--- src/rtl/fastram_arbiter.sv ---
// Arbitrates the single fastram SDRAM port between the CPU and HDD DMA paths,
// one access at a time, with bounded DMA starvation and an access timeout.
module fastram_arbiter #(
  parameter int CPU_BURST_MAX = 4,
  parameter int TIMEOUT       = 64
) (
  input  logic        clk_sys,
  input  logic        reset,
  input  logic        cpu_req,
  input  logic        cpu_we,
  input  logic [22:0] cpu_addr,
  input  logic [7:0]  cpu_din,
  output logic [7:0]  cpu_dout,
  output logic        cpu_ack,
  output logic        cpu_wait,
  input  logic        dma_req,
  input  logic        dma_we,
  input  logic [22:0] dma_addr,
  input  logic [7:0]  dma_din,
  output logic [7:0]  dma_dout,
  output logic        dma_ack,
  output logic [22:0] fastram_address,
  output logic [7:0]  fastram_datatoram,
  input  logic [7:0]  fastram_datafromram,
  output logic        fastram_we,
  output logic        fastram_ce,
  input  logic        fastram_ready,
  output logic        timeout_err
);

  localparam int              TW         = (TIMEOUT > 1) ? $clog2(TIMEOUT) : 1;
  localparam logic [TW-1:0]   TIMER_LAST = TW'(TIMEOUT - 1);
  localparam logic [3:0]      STREAK_MAX = 4'(CPU_BURST_MAX);
  localparam bit              TIMEOUT_EN = (TIMEOUT != 0);

  typedef enum logic [1:0] {IDLE, CPU_ACC, DMA_ACC, DONE} state_t;

  state_t        state;
  logic [3:0]    streak;
  logic [TW-1:0] timer;
  logic          grant_cpu;
  logic          grant_dma;
  logic          timed_out;
  logic          finish;
  logic [7:0]    rd_data;

  // DMA only wins a contested slot once the CPU has used up its burst allowance.
  always_comb begin
    grant_dma = dma_req && (!cpu_req || streak == STREAK_MAX);
    grant_cpu = cpu_req && !grant_dma;
    timed_out = TIMEOUT_EN && (timer == TIMER_LAST) && !fastram_ready;
    finish    = fastram_ready || timed_out;
    rd_data   = fastram_ready ? fastram_datafromram : 8'hFF;
  end

  assign cpu_wait = cpu_req & ~cpu_ack;

  always_ff @(posedge clk_sys or posedge reset) begin
    if (reset) begin
      state             <= IDLE;
      streak            <= 4'd0;
      timer             <= '0;
      cpu_dout          <= 8'h00;
      cpu_ack           <= 1'b0;
      dma_dout          <= 8'h00;
      dma_ack           <= 1'b0;
      fastram_address   <= 23'd0;
      fastram_datatoram <= 8'h00;
      fastram_we        <= 1'b0;
      fastram_ce        <= 1'b0;
      timeout_err       <= 1'b0;
    end else begin
      cpu_ack <= 1'b0;
      dma_ack <= 1'b0;
      case (state)
        IDLE: begin
          timer <= '0;
          if (grant_cpu || grant_dma) begin
            fastram_ce        <= 1'b1;
            fastram_address   <= grant_dma ? dma_addr : cpu_addr;
            fastram_datatoram <= grant_dma ? dma_din  : cpu_din;
            fastram_we        <= grant_dma ? dma_we   : cpu_we;
            state             <= grant_dma ? DMA_ACC  : CPU_ACC;
          end
          if (grant_dma) begin
            streak <= 4'd0;
          end else if (grant_cpu) begin
            if (!dma_req)
              streak <= 4'd0;
            else if (streak != 4'hF)
              streak <= streak + 4'd1;
          end
        end
        CPU_ACC, DMA_ACC: begin
          if (finish) begin
            fastram_ce <= 1'b0;
            state      <= DONE;
            if (timed_out)
              timeout_err <= 1'b1;
            if (state == CPU_ACC) begin
              cpu_ack <= 1'b1;
              if (!fastram_we)
                cpu_dout <= rd_data;
            end else begin
              dma_ack <= 1'b1;
              if (!fastram_we)
                dma_dout <= rd_data;
            end
          end else begin
            timer <= timer + 1'b1;
          end
        end
        DONE: begin
          state <= IDLE;
        end
        default: begin
          state <= IDLE;
        end
      endcase
    end
  end

endmodule

--- config.mk ---
export PLATFORM = sky130hd
export DESIGN_NAME = fastram_arbiter
export DESIGN_NICKNAME = d
export VERILOG_FILES = /design/src/rtl/fastram_arbiter.sv
export SDC_FILE = /design/constraint.sdc
export NUM_CORES = 1
export LEC_CHECK = 0
export BUFFER_PORTS_ARGS = -buffer_cell sky130_fd_sc_hd__buf_2
export CELL_PAD_IN_SITES_DETAIL_PLACEMENT = 0
export CELL_PAD_IN_SITES_GLOBAL_PLACEMENT = 1
export CORE_UTILIZATION = 25
export CTS_CLUSTER_DIAMETER = 60
export CTS_CLUSTER_SIZE = 30
export DETAILED_ROUTE_END_ITERATION = 10
export MAX_ROUTING_LAYER = met4
export PLACE_DENSITY_LB_ADDON = 0.05
export SETUP_SLACK_MARGIN = 0.5
export SYNTH_ARGS = -nofsm -noshare
export SYNTH_HDL_FRONTEND = slang
export SYNTH_SLANG_ARGS = --single-unit
--- constraint.sdc ---
create_clock -name clk_sys -period 2.7 [get_ports clk_sys]
set_input_delay 0.405 -clock clk_sys [delete_from_list [all_inputs] [get_ports clk_sys]]
set_output_delay 0.405 -clock clk_sys [all_outputs]
set_load 0.005 [all_outputs]
==> flow_summary.toml <==
[routing]
drc = 0
drt-total-wl_mm = 11.9
drtIter0Drc = 179
ant_nets = 0
vias = 3425
dr.pass1.iters = 4
wl_per_cell_um = 17.3
via_per_inst = 5.01

[timing]
finClkSkew_ps = 6.88
worst_pin_slew_ps = 703
fin_tns_setup_ps = 0
max_freq_mhz = 500
fin_crit_sh_pct = 74.0
period_minus_slack_ps = 2000
rsz0062_at_grt = "false"
slew_viol_final = 0
setup_slack_ps = 701
slew_headroom_pct = 53.1
setup_viol = 0
hold_viol_final = 0

[layout]
drive_above_1_share_pct = 38.1
instances_no_fill = 684
regArea_sq_mm = 0.00160
syn2layout_area_growth_pct = 29.1
finalNetCount = 585
n_fill_cell = 1468
multi_input_area_sq_mm = 0.00183
diodes = 0

[power]
irDropWorstVdd_mv = 0.391
power_density_mw_per_mm2 = 1060
cellLeakagePower_nw = 2.26
power_mw = 4.98

[grt]
grt_pass1_vias = 3498
grt_pass1_wl_mm = 18.8
grt_usage_pct = 17.2
antenna_found_initial = 0
grt_remaining_overflow = 0
grt_max_degree = 38

[clocking]
htreeDepth = 3
cts_buffers = 9
ctsResizeCount = 0
cts_hold_buf = 0
cts_tree = "built"
clk_path_buf_depth = 2
post_cts_buffers = 0
clock_latency_ps = 330
clk_pin_slew_ps = 50
clock-root-buffer = "clkbuf_16"
cts_sinks = 64

[yosys]
synth_cell_type_count = 49
netlist.area_leader.share_pct = 44.0
synth.net_count = 468
syn_avg_cell_area_sq_um = 9.47
syn-cell-area_sq_mm = 0.00364
yosys_register_bits = 64
synthTopCellsByArea = "dfrtp_1, o211ai_2, nand2_1"
ys_warn_count = 0
yosysTopAreaCell = "dfrtp_1"
ys_top_cells_by_count = "nand2_1, dfrtp_1, nor2_1"
synth-seq-area-share_pct = 44.0
yosys_most_used_dff = "dfrtp_1"
synth-edff-count = 0
syn_inst = 384
synthArstFlopShare_pct = 100
synth.most_common_cell = "nand2_1"

[place]
place_worst_setup_slack_ps = 714
placedCellCount = 670
io_buffers = 129
routabilityCongestion = 0.770
hpwl_mm = 8.13

[worst_setup_path]
rr_startpoint = "timer[0]$_DFFE_PP0P_"
cp.required_ps = 2930
worstSetupEndpointType = "flip-flop"
r2r_cells = 5
crit_fanout = 12
r2r_end = "cpu_dout[3]$_DFFE_PP0P_"
critical_path.startpoint = "timer[0]$_DFFE_PP0P_"
rrSetupSlack_ps = 700
critical_path_class = "reg -> reg"
arrival_ps = 2230
startpoint_type = "flip-flop"

[floorplanning]
pin_count = 130
rows = 43
initial_core_util_pct = 25.9
die_x_um = 123
die-area_sq_mm = 0.0150
core_area_sq_mm = 0.0140
die_h_um = 123

[hold_path]
hold_class = "in -> async"

[job]
maxCapViolations = 0

[status]
status = "completed"
-- cell families after synthesis --
family	share of synthesized area, %
fa+ha+maj	2.41
flops	44.0
mux	1.17
buf+inv	6.09
compound gates	19.9
simple gates	26.4
-- registers in the layout (all words and copies together) (netlist names) --
name / cells
streak: 4
fastram_we: 1
state: 2
timeout_err: 1
fastram_ce: 1
fastram_datatoram: 8
timer: 6
fastram_address: 23
cpu_ack: 1
dma_ack: 1
dma_dout: 8
cpu_dout: 8
-- power by group --
| part | switching, mW | internal, mW | total [mW] |
|---|---|---|---|
| Sequential | 0.313 | 1.37 | 1.68 |
| Combinational | 1.29 | 0.960 | 2.25 |
| Clock | 0.415 | 0.635 | 1.05 |
| Total | 2.01 | 2.96 | 4.98 |
-- worst max-delay path by stage --
stage,to,slack [ps]
floorplan,cpu_ack$_DFF_PP0_,700
global placement,fastram_address[21]$_DFFE_PP0P_,740
detailed placement,fastram_address[21]$_DFFE_PP0P_,710
CTS,dma_dout[5]$_DFFE_PP0P_,730
global route,dma_dout[5]$_DFFE_PP0P_,500
finish,cpu_dout[3]$_DFFE_PP0P_,700
-- placed cells by master (no fill, tap or decap), drive strengths merged, types with 3 or more instances in the layout --
cell	n
a211oi	17
a31oi	3
buf	139
clkbuf	13
dfrtp	64
ha	7
inv	11
nand2	71
nand2b	3
nand3	3
nand4	36
nor2	36
nor2b	6
nor3	19
nor3b	5
o211ai	34
o21ai	5
-- critical path: stages (launching register included) --
cell	delay, ps
dfrtp_1	450
ha_1	280
and4_1	550
buf_4	280
a211oi_1	90
nor3_1	240
-- per-layer routing --
metal | global-route usage (%) | up-vias | routed length [um]
met3 | 3.35 | 9 | 526
met1 | 21.2 | 1703 | 5290
met2 | 27.6 | 79 | 5910
met4 | 6.78 | 0 | 137
met5 | - | - | 0
li1 | - | 1634 | -
-- metrics by stage --
step / hold slack, ps / utilization (%) / instance area [sq um]
after detailed placement: 465 / 31.6 / 4440
final: 187 / 33.4 / 4690
after global routing: 243 / 33.4 / 4690
after floorplan: 451 / - / 3640
after global placement: 468 / 31.6 / 4440
after CTS: 211 / 33.4 / 4690
-- cell type report --
type	instances	share of cell area [%]
Multi-Input combinational cell	276	38.9
Sequential cell	64	34.1
Timing Repair Buffer	139	15.9
Clock buffer	13	5.33
Tap cell	180	4.80
Inverter	11	0.880
Clock inverter	1	0.107
Power figures use the tool's default switching activity.
